### src/rtl/wb_arbiter_pkg.sv
// Shared definitions for the two-master Wishbone arbiter: FSM state
// encoding, select width and the default watchdog timeout.
package wb_arbiter_pkg;

    typedef enum logic [1:0] {
        ARB_IDLE = 2'd0,
        ARB_GNT0 = 2'd1,
        ARB_GNT1 = 2'd2,
        ARB_TOUT = 2'd3
    } arb_state_t;

    localparam int WB_SEL_W           = 3;
    localparam int WB_DEFAULT_TIMEOUT = 255;

endpackage

### src/rtl/wb_arbiter_if.sv
// One Wishbone link. The master modport drives the cycle, the slave modport
// answers it; the arbiter takes two slave-side links and one master-side link.
interface wb_arbiter_if;
    import wb_arbiter_pkg::*;

    logic                cyc;
    logic                stb;
    logic                we;
    logic [WB_SEL_W-1:0] sel;
    logic [31:0]         adr;
    logic [31:0]         wdat;
    logic [31:0]         rdat;
    logic                ack;
    logic                err;

    modport master (
        output cyc, stb, we, sel, adr, wdat,
        input  rdat, ack, err
    );

    modport slave (
        input  cyc, stb, we, sel, adr, wdat,
        output rdat, ack, err
    );

endinterface

### src/rtl/wb_watchdog.sv
// Bus watchdog: counts strobed cycles without a slave response and flags
// expiry on the cycle the count reaches TIMEOUT-1, so the owner is
// terminated TIMEOUT cycles after its first unanswered strobe.
module wb_watchdog #(
    parameter int TIMEOUT = 255
) (
    input  logic clk_i,
    input  logic rst_i,
    input  logic en_i,
    input  logic clr_i,
    output logic expired_o
);

    localparam logic [15:0] LIMIT = 16'(TIMEOUT - 1);

    logic [15:0] r_count;

    // Wait counter: clear has priority, otherwise count unanswered strobes.
    always_ff @(posedge clk_i or negedge rst_i) begin
        if (!rst_i) begin
            r_count <= '0;
        end else if (clr_i) begin
            r_count <= '0;
        end else if (en_i) begin
            r_count <= r_count + 16'd1;
        end
    end

    assign expired_o = en_i && !clr_i && (r_count >= LIMIT);

endmodule

### src/rtl/wb_arbiter.sv
// Two-master Wishbone arbiter sharing one slave port between instruction
// fetch (m0) and the memory stage (m1). Grant is held for as long as the
// owner keeps cyc high; a watchdog ends cycles the slave never answers.
// Optional feature macro WB_ARBITER_RR_EN: round-robin tie-break instead of
// fixed priority for master 1.
module wb_arbiter
    import wb_arbiter_pkg::*;
#(
    parameter int TIMEOUT = WB_DEFAULT_TIMEOUT
) (
    input  logic        clk_i,
    input  logic        rst_i,
    wb_arbiter_if.slave  m0,
    wb_arbiter_if.slave  m1,
    wb_arbiter_if.master s,
    output logic [1:0]  grant_o
);

    arb_state_t r_state;
    arb_state_t w_next;
    logic       r_owner;
    logic       w_granted;
    logic       w_wdEn;
    logic       w_expired;

    assign w_granted = (r_state == ARB_GNT0) || (r_state == ARB_GNT1);
    assign w_wdEn    = w_granted && s.stb && !s.ack && !s.err;

    wb_watchdog #(
        .TIMEOUT (TIMEOUT)
    ) u_watchdog (
        .clk_i     (clk_i),
        .rst_i     (rst_i),
        .en_i      (w_wdEn),
        .clr_i     (!w_wdEn),
        .expired_o (w_expired)
    );

    // State register plus the owner of the most recent grant; the owner is
    // needed to route the timeout error and doubles as the round-robin memory.
    always_ff @(posedge clk_i or negedge rst_i) begin
        if (!rst_i) begin
            r_state <= ARB_IDLE;
            r_owner <= 1'b1;
        end else begin
            r_state <= w_next;
            if (r_state == ARB_IDLE && w_next == ARB_GNT0) begin
                r_owner <= 1'b0;
            end else if (r_state == ARB_IDLE && w_next == ARB_GNT1) begin
                r_owner <= 1'b1;
            end
        end
    end

    // Next-state logic: arbitrate in IDLE, hold while the owner keeps cyc,
    // and spend exactly one cycle in TOUT after the watchdog fires.
    always_comb begin
        w_next = r_state;
        case (r_state)
            ARB_IDLE: begin
`ifdef WB_ARBITER_RR_EN
                if (m0.cyc && m1.cyc) begin
                    w_next = r_owner ? ARB_GNT0 : ARB_GNT1;
                end else if (m1.cyc) begin
                    w_next = ARB_GNT1;
                end else if (m0.cyc) begin
                    w_next = ARB_GNT0;
                end
`else
                if (m1.cyc) begin
                    w_next = ARB_GNT1;
                end else if (m0.cyc) begin
                    w_next = ARB_GNT0;
                end
`endif
            end
            ARB_GNT0: begin
                if (w_expired) begin
                    w_next = ARB_TOUT;
                end else if (!m0.cyc) begin
                    w_next = ARB_IDLE;
                end
            end
            ARB_GNT1: begin
                if (w_expired) begin
                    w_next = ARB_TOUT;
                end else if (!m1.cyc) begin
                    w_next = ARB_IDLE;
                end
            end
            ARB_TOUT: w_next = ARB_IDLE;
            default:  w_next = ARB_IDLE;
        endcase
    end

    // Bus mux: every output is gated by the state, so reset silences the bus
    // immediately and a non-owner always sees zeros.
    always_comb begin
        s.cyc   = 1'b0;
        s.stb   = 1'b0;
        s.we    = 1'b0;
        s.sel   = '0;
        s.adr   = '0;
        s.wdat  = '0;
        m0.rdat = '0;
        m0.ack  = 1'b0;
        m0.err  = 1'b0;
        m1.rdat = '0;
        m1.ack  = 1'b0;
        m1.err  = 1'b0;
        grant_o = 2'b00;
        case (r_state)
            ARB_GNT0: begin
                s.cyc   = m0.cyc;
                s.stb   = m0.stb;
                s.we    = m0.we;
                s.sel   = m0.sel;
                s.adr   = m0.adr;
                s.wdat  = m0.wdat;
                m0.rdat = s.rdat;
                m0.ack  = s.ack;
                m0.err  = s.err;
                grant_o = 2'b01;
            end
            ARB_GNT1: begin
                s.cyc   = m1.cyc;
                s.stb   = m1.stb;
                s.we    = m1.we;
                s.sel   = m1.sel;
                s.adr   = m1.adr;
                s.wdat  = m1.wdat;
                m1.rdat = s.rdat;
                m1.ack  = s.ack;
                m1.err  = s.err;
                grant_o = 2'b10;
            end
            ARB_TOUT: begin
                if (r_owner) begin
                    m1.err  = 1'b1;
                    grant_o = 2'b10;
                end else begin
                    m0.err  = 1'b1;
                    grant_o = 2'b01;
                end
            end
            default: begin
                grant_o = 2'b00;
            end
        endcase
    end

endmodule

### src/flat_wrapper.sv
// flat-port wrapper written by rule: the top's interface ports become plain ports
module wb_arbiter_flat import wb_arbiter_pkg::*;
#(
    parameter int TIMEOUT = WB_DEFAULT_TIMEOUT
)
  (clk_i, rst_i, grant_o, m0_cyc, m0_stb, m0_we, m0_sel, m0_adr, m0_wdat, m0_rdat, m0_ack, m0_err, m1_cyc, m1_stb, m1_we, m1_sel, m1_adr, m1_wdat, m1_rdat, m1_ack, m1_err, s_cyc, s_stb, s_we, s_sel, s_adr, s_wdat, s_rdat, s_ack, s_err);
  wb_arbiter_if m0_i ();
  wb_arbiter_if m1_i ();
  wb_arbiter_if s_i ();
  input  logic clk_i;
  input  logic rst_i;
  output logic [1:0] grant_o;
  input wire logic [$bits(m0_i.cyc)-1:0] m0_cyc;
  input wire logic [$bits(m0_i.stb)-1:0] m0_stb;
  input wire logic [$bits(m0_i.we)-1:0] m0_we;
  input wire logic [$bits(m0_i.sel)-1:0] m0_sel;
  input wire logic [$bits(m0_i.adr)-1:0] m0_adr;
  input wire logic [$bits(m0_i.wdat)-1:0] m0_wdat;
  output wire logic [$bits(m0_i.rdat)-1:0] m0_rdat;
  output wire logic [$bits(m0_i.ack)-1:0] m0_ack;
  output wire logic [$bits(m0_i.err)-1:0] m0_err;
  input wire logic [$bits(m1_i.cyc)-1:0] m1_cyc;
  input wire logic [$bits(m1_i.stb)-1:0] m1_stb;
  input wire logic [$bits(m1_i.we)-1:0] m1_we;
  input wire logic [$bits(m1_i.sel)-1:0] m1_sel;
  input wire logic [$bits(m1_i.adr)-1:0] m1_adr;
  input wire logic [$bits(m1_i.wdat)-1:0] m1_wdat;
  output wire logic [$bits(m1_i.rdat)-1:0] m1_rdat;
  output wire logic [$bits(m1_i.ack)-1:0] m1_ack;
  output wire logic [$bits(m1_i.err)-1:0] m1_err;
  output wire logic [$bits(s_i.cyc)-1:0] s_cyc;
  output wire logic [$bits(s_i.stb)-1:0] s_stb;
  output wire logic [$bits(s_i.we)-1:0] s_we;
  output wire logic [$bits(s_i.sel)-1:0] s_sel;
  output wire logic [$bits(s_i.adr)-1:0] s_adr;
  output wire logic [$bits(s_i.wdat)-1:0] s_wdat;
  input wire logic [$bits(s_i.rdat)-1:0] s_rdat;
  input wire logic [$bits(s_i.ack)-1:0] s_ack;
  input wire logic [$bits(s_i.err)-1:0] s_err;
  assign m0_i.cyc = m0_cyc;
  assign m0_i.stb = m0_stb;
  assign m0_i.we = m0_we;
  assign m0_i.sel = m0_sel;
  assign m0_i.adr = m0_adr;
  assign m0_i.wdat = m0_wdat;
  assign m0_rdat = m0_i.rdat;
  assign m0_ack = m0_i.ack;
  assign m0_err = m0_i.err;
  assign m1_i.cyc = m1_cyc;
  assign m1_i.stb = m1_stb;
  assign m1_i.we = m1_we;
  assign m1_i.sel = m1_sel;
  assign m1_i.adr = m1_adr;
  assign m1_i.wdat = m1_wdat;
  assign m1_rdat = m1_i.rdat;
  assign m1_ack = m1_i.ack;
  assign m1_err = m1_i.err;
  assign s_cyc = s_i.cyc;
  assign s_stb = s_i.stb;
  assign s_we = s_i.we;
  assign s_sel = s_i.sel;
  assign s_adr = s_i.adr;
  assign s_wdat = s_i.wdat;
  assign s_i.rdat = s_rdat;
  assign s_i.ack = s_ack;
  assign s_i.err = s_err;
  wb_arbiter #(.TIMEOUT(TIMEOUT)) u_core (.clk_i(clk_i), .rst_i(rst_i), .m0(m0_i), .m1(m1_i), .s(s_i), .grant_o(grant_o));
endmodule
### config.mk
export PLATFORM = sky130hd
export DESIGN_NAME = wb_arbiter_flat
export DESIGN_NICKNAME = d
export VERILOG_FILES = /design/src/rtl/wb_arbiter_pkg.sv /design/src/rtl/wb_arbiter_if.sv /design/src/rtl/wb_watchdog.sv /design/src/rtl/wb_arbiter.sv /design/src/flat_wrapper.sv
export SDC_FILE = /design/constraint.sdc
export NUM_CORES = 1
export LEC_CHECK = 0
export ABC_AREA = 1
export BUFFER_PORTS_ARGS = -buffer_cell sky130_fd_sc_hd__buf_2
export CAP_MARGIN = 20
export CORE_AREA = 2 2 122 124
export CTS_BUF_LIST = sky130_fd_sc_hd__clkbuf_16
export DETAILED_ROUTE_END_ITERATION = 10
export DIE_AREA = 0 0 124 126
export RECOVER_POWER = 100
export SLEW_MARGIN = 15
export SYNTH_ARGS = -nofsm -noshare
export SYNTH_HDL_FRONTEND = slang
export SYNTH_SLANG_ARGS = --single-unit
export TNS_END_PERCENT = 20
### constraint.sdc
create_clock -name clk_i -period 1.92 [get_ports clk_i]
set_input_delay 0 -clock clk_i [delete_from_list [all_inputs] [get_ports clk_i]]
set_output_delay 0 -clock clk_i [all_outputs]
set_load 0.02 [all_outputs]
==> results of run 1 <==
## how the worst min path moves through the flow
stage / end / slack [ns] / start / cells past startpoint
after global routing: u_core.r_state[1] / 0.16 / m0_cyc / 4
after global placement: u_core.u_watchdog.r_count[0] / -0.04 / rst_i / 1
after detailed placement: u_core.u_watchdog.r_count[0] / -0.03 / rst_i / 1
after CTS: u_core.r_state[1] / 0.12 / m0_cyc / 4
final: u_core.r_state[1] / 0.13 / m0_cyc / 4
after floorplan: u_core.r_state[0] / -0.30 / rst_i / 0
## cells in the mapped netlist
master / count / area share (%)
nand2_1: 256 / 36
inv_1: 82 / 12
a21oi_1: 74 / 14
nor2_1: 38 / 5.4
dfrtp_1: 18 / 17
clkbuf_1: 16 / 2.3
buf_2: 14 / 2.7
ha_1: 6 / 2.8
o21ai_0: 6 / 1.1
nand3_1: 5 / 0.95
xor2_1: 4 / 1.3
nor3_1: 3 / 0.57
o21bai_1: 3 / 0.85
nand4_1: 2 / 0.47
clkinv_1: 1 / 0.14
dfstp_2: 1 / 0.99
inv_2: 1 / 0.14
nor2_4: 1 / 0.43
nor3b_2: 1 / 0.47
or2_2: 1 / 0.24
## layer usage
metal  share of wire, %  vias to the layer above  GRT usage (%)
met1                 45                     1779           22.6
met4               0.43                        2          0.859
met3                8.5                        8           3.31
li1                   -                     2196              -
met5              0.077                        -              0
met2                 46                      199           27.3
## worst max-delay path: stages, from the launching register on
cell and delay, ns:
dfrtp_1 0.43, inv_1 0.12, ha_1 0.33, inv_2 0.07
buf_12 0.17, a21oi_1 0.24, buf_2 0.22
## cell type report
| class | instances | area, um^2 |
|---|---|---|
| clock buffers | 3 | 75.1 |
| multi-input cells | 400 | 1750 |
| inverters | 84 | 315 |
| repair buffers | 328 | 1690 |
| well taps | 184 | 230 |
| clock inverters | 1 | 3.75 |
| flip-flops and latches | 19 | 478 |
| fillers | 1686 | 9770 |
## cells by family after synthesis
family | count (synthesis) | synth area share [%]
AO/OA/AOI/OAI | 83 | 16.0
XOR/XNOR | 4 | 1.33
adder cells (fa/ha/maj) | 6 | 2.84
buffers and inverters | 114 | 16.9
flip-flops | 19 | 18.0
AND/OR/NAND/NOR | 307 | 44.9
## flip-flops by register name (all words and copies together), names as in the netlist
name,flops
u_core.r_state,2
u_core.r_owner,1
u_core.u_watchdog.r_count,16
## power breakdown
group          internal [mW]  leakage [nW]  switching (mW)
Combinational           1.35          2.34            2.93
Clock                  0.277        0.0423           0.148
Sequential             0.436         0.259          0.0391
## repair_timing
action | CTS | global route
buffers inserted | 0 | 2
gates resized for setup | 0 | 7
hold endpoints to repair | 18 | 0
endpoints found under the setup margin | 0 | 10
hold buffers | 1 | 0
## metrics by stage
step	hold slack, ns	worst slack [ns]
3_5_place_dp	-0.0339	0.300
4_1_cts	0.123	0.0269
6_report	0.128	0.0830
3_3_place_gp	-0.0372	0.313
2_1_floorplan	-0.296	0.295
5_1_grt	0.161	0.0238
==> impl_results.md, run 1 <==
- Clock skew: 0.00113 ns
- Total GRT Usage: 16.3%
- Worst-case reg-to-reg path depth: 8
- Die area: 15600 um^2
- Nature of the critical path startpoint: flip-flop
- CP startpoint: u_core.r_state[0]
- Hold Path Class: primary input to flip-flop
- NumNets Final: 1018
- P&R area growth vs syn: 72.1%
- Post-layout util: 31.7%
- CP required: 1.92 ns
- Max frequency: 0.544 GHz
- Worst Path Arrival: 1.84 ns
- Origin of the critical flop-to-flop path: u_core.r_state[0]
- Via density per instance: 4.11
- Share of layout cells above drive strength 1: 30.8%
- Max Cap Viol: 0
- Iteration count of the initial detailed-routing pass: 4
- Commonest cells after routing, fill and taps aside: 256 x nand2_1, 187 x buf_2, 84 x clkbuf_1
- #FFs+latches synth: 19
- Power per cell area: 1140 nW/um^2
- Peak supply drop: 0.611 mV
- Register area share after synthesis: 18.0%
- CP Capture Type: output pin
- Synth cell types: 20
- Initial core utilization: 18.5%
- Crit Path Class: flip-flop to output pin
- Total chip power: 5.18 mW
- Worst-Margin Slew: 1.05 ns
- Synth Area per Inst: 4.96 um^2
- Critical path fanouts, max: 45
- RSZ-0062 raised after global routing: no
- Largest net degree at the start of global routing: 55
- Final Hold Vio Count: 0
- Period minus WS final: 1.84 ns
- Syn Inst Count: 533
- Status: finished clean
- CTS tree: yes
- Skew-Pair Late Insertion Delay: 0.25 ns
- CTS Buf Count: 3
- IO Port Bufs: 315
- Root buffer cell: clkbuf_16
- DRC violations left: 0
- Worst slew margin: 29.7%
- # IOs: 316
- CTS Buffer Depth: 2
- H-Tree Level Count: 1
- Core ar.: 14300 um^2
- Antenna violations before repair: 2
- Iteration-0 DRC Markers: 174
- Syn. warnings: 0
- Crit path to: s_wdat[7]
- Vias in the first global route: 3643
- Commonest non-fill, non-tap cell in the layout: nand2_1
- Vias: 4184
- Clock transition at path regs: 0.05 ns
- Worst reg-to-reg setup slack: 0.30 ns
- DP Area: 4480 um^2
- Ant diodes: 0
- Worst R2R End: u_core.u_watchdog.r_count[8]
- Slew Viols, Final: 0
- Layout Cells excl Fill: 1019
- Dpl hpwl: 11600 um
- Cells after DPL: 1010
- Final count of negative-setup-slack endpoints: 0
- Cell leakage power: 2.64 nW
- First-pass GRT wire length: 19700 um
- Die H: 126 um
- Tcrit/Tclk final: 95.7%
- Antenna viol nets, final: 0
- Aggregate routed wire length: 14400 um
- Grt total ovfl: 0
- Clock Sinks: 19
- Syn_nets: 715
- Setup TNS: 0 ns
- Design Area, Final: 4540 um^2
- Synth Cell Area: 2640 um^2
- Die width: 124 um
- Average wire per standard cell: 14.1 um
- GPL Wtd Cong: 0.808
- Row count: 44
Note: power is estimated with default switching activity, not from simulation.
==> inputs of run 2 (changes only) <==
--- a/config.mk
+++ b/config.mk
@@ -12,6 +12,7 @@
 export CTS_BUF_LIST = sky130_fd_sc_hd__clkbuf_16
 export DETAILED_ROUTE_END_ITERATION = 10
 export DIE_AREA = 0 0 124 126
+export MAX_ROUTING_LAYER = met4
 export RECOVER_POWER = 100
 export SLEW_MARGIN = 15
 export SYNTH_ARGS = -nofsm -noshare
==> impl_results.md, run 2 (synthesis results as in run 1) <==
- Status: finished clean
- CTS Buf Count: 3 (unchanged)
- Crit Path Class: flip-flop to output pin
- Fill cells: 1683 (-0.18%)
- Root buffer cell: clkbuf_16
- CP startpoint: u_core.r_state[0]
- Final setup margin: 0.0775 ns (-0.00551 ns)
- Worst reg-to-reg setup slack: 0.30 ns (about the same)
- Dpl hpwl: 11600 um (unchanged)
- Antenna violations before repair: 2 (unchanged)
- Clock Sinks: 19 (unchanged)
- Initial core utilization: 18.5% (unchanged)
- Slew Viols, Final: 0 (unchanged)
- Max frequency: 0.543 GHz (-0.30%)
- NumNets Final: 1018 (unchanged)
- Crit path to: s_wdat[7]
- Row count: 44 (unchanged)
- Final Hold Vio Count: 0 (unchanged)
- CTS tree: yes
- Largest register FFs: 16 (unchanged)
- Setup TNS: 0 ns (unchanged)
- Period minus WS final: 1.84 ns (+0.00551 ns)
- Total chip power: 5.19 mW (+0.16%)
- Worst-Margin Slew: 1.07 ns (+0.0108 ns)
- Regs by FF count: u_core.u_watchdog.r_count: 16 flops, u_core.r_state: 2 flops, u_core.r_owner: 1 flops
- Worst R2R End: u_core.u_watchdog.r_count[8]
- Peak supply drop: 0.608 mV (-0.46%)
- Power per cell area: 1140 nW/um^2 (about the same)
- Worst Path Arrival: 1.84 ns (about the same)
- # IOs: 316 (unchanged)
- CP required: 1.92 ns (about the same)
- Max Cap Viol: 0 (unchanged)
- Tcrit/Tclk final: 96.0% (+0.29 points)
- Core ar.: 14300 um^2 (unchanged)
- GPL Wtd Cong: 0.820 (+1.5%)
- IO Port Bufs: 315 (unchanged)
- Iteration-0 DRC Markers: 189 (+8.6%)
- Via density per instance: 4.15 (+1.0%)
- Place WS: 0.300 ns (unchanged)
- Aggregate routed wire length: 14400 um (about the same)
- Die area: 15600 um^2 (unchanged)
- P&R area growth vs syn: 72.4%
- H-Tree Level Count: 1 (unchanged)
- CTS Buffer Depth: 2 (unchanged)
- Worst slew margin: 28.9% (-0.72 points)
- RSZ-0062 raised after global routing: no
- Clock transition at path regs: 0.05 ns (about the same)
- Critical path fanouts, max: 45 (unchanged)
- Cell leakage power: 2.65 nW (+0.12%)
- Hold Path Class: primary input to flip-flop
- Clock skew: 0.00147 ns (+0.000340 ns)
- Nature of the critical path startpoint: flip-flop
- Iteration count of the initial detailed-routing pass: 6 (+2)
- Biggest register: u_core.u_watchdog.r_count
- Final count of negative-setup-slack endpoints: 0 (unchanged)
- Design Area, Final: 4550 um^2 (+0.22%)
- Origin of the critical flop-to-flop path: u_core.r_state[0]
- DP Area: 4480 um^2 (unchanged)
- Vias: 4230 (+1.1%)
- First-pass GRT wire length: 19700 um (-0.21%)
- Largest net degree at the start of global routing: 55 (unchanged)
- Antenna viol nets, final: 0 (unchanged)
- Commonest cells after routing, fill and taps aside: 256 x nand2_1, 187 x buf_2, 84 x clkbuf_1
- Worst-case reg-to-reg path depth: 8 (unchanged)
- Die width: 124 um (unchanged)
- Average wire per standard cell: 14.1 um (about the same)
- Total GRT Usage: 16.8% (+0.50 points)
- DRC violations left: 0 (unchanged)
- Grt total ovfl: 0 (unchanged)
- Commonest non-fill, non-tap cell in the layout: nand2_1
- Skew-Pair Late Insertion Delay: 0.25 ns (about the same)
- Vias in the first global route: 3637 (-0.16%)
- CP Capture Type: output pin
- Die H: 126 um (unchanged)
- Share of layout cells above drive strength 1: 30.8% (unchanged)
## run 2: metal layers
| layer | part of all wire (%) | vias to the layer above | global-route usage, % |
|---|---|---|---|
| met5 | 0 | - | - |
| met4 | 0.33 | 0 | 0.859 |
| met1 | 46 | 1822 | 23.4 |
| met2 | 46 | 205 | 27.0 |
| met3 | 7.9 | 6 | 2.72 |
| li1 | - | 2197 | - |
## run 2: metrics by stage
step           instances  util, %  hold WS [ns]
2_1_floorplan        533        -        -0.296
3_3_place_gp        1010     31.3       -0.0372
3_5_place_dp        1010     31.3       -0.0339
5_1_grt             1020     31.8         0.161
4_1_cts             1015     31.9         0.123
6_report            1020     31.8         0.127
## run 2: worst min path at each step
stage	endpoint	slack, ns	start	cells past startpoint
after floorplan	u_core.r_state[0]	-0.30	rst_i	0
after global placement	u_core.u_watchdog.r_count[0]	-0.04	rst_i	1
after detailed placement	u_core.u_watchdog.r_count[0]	-0.03	rst_i	1
after CTS	u_core.r_state[1]	0.12	m0_cyc	4
after global routing	u_core.r_state[1]	0.16	m0_cyc	4
final	u_core.r_state[1]	0.13	m0_cyc	4
## run 2: area by class of cell
class                      count  area [um^2]  share of cell area [%]
timing repair buffer         328         1700                    37.3
multi-input combinational    400         1750                    38.4
sequential                    19          478                    10.5
inverter                      84          315                    6.92
clock inverter                 1         3.75                  0.0824
antenna                        1         2.50                  0.0549
clock buffer                   3         75.1                    1.65
tap                          184          230                    5.05
## run 2: worst max-delay path, cell delays in order (launching register included)
cell and delay, ns:
dfrtp_1 0.42, inv_1 0.12, ha_1 0.33, inv_2 0.07, buf_12 0.17, a21oi_1 0.25
buf_2 0.22
## run 2: what timing repair did
action,4_1_cts,5_1_grt
resized for setup,0,8
setup endpoints to repair,0,10
buffers inserted,0,2
endpoints found under the hold margin,18,0
hold buffers,1,0
## run 2: power by group
group	internal, mW	switching [mW]
Clock	0.277	0.148
Combinational	1.36	2.93
Sequential	0.436	0.0390
Total	2.07	3.12
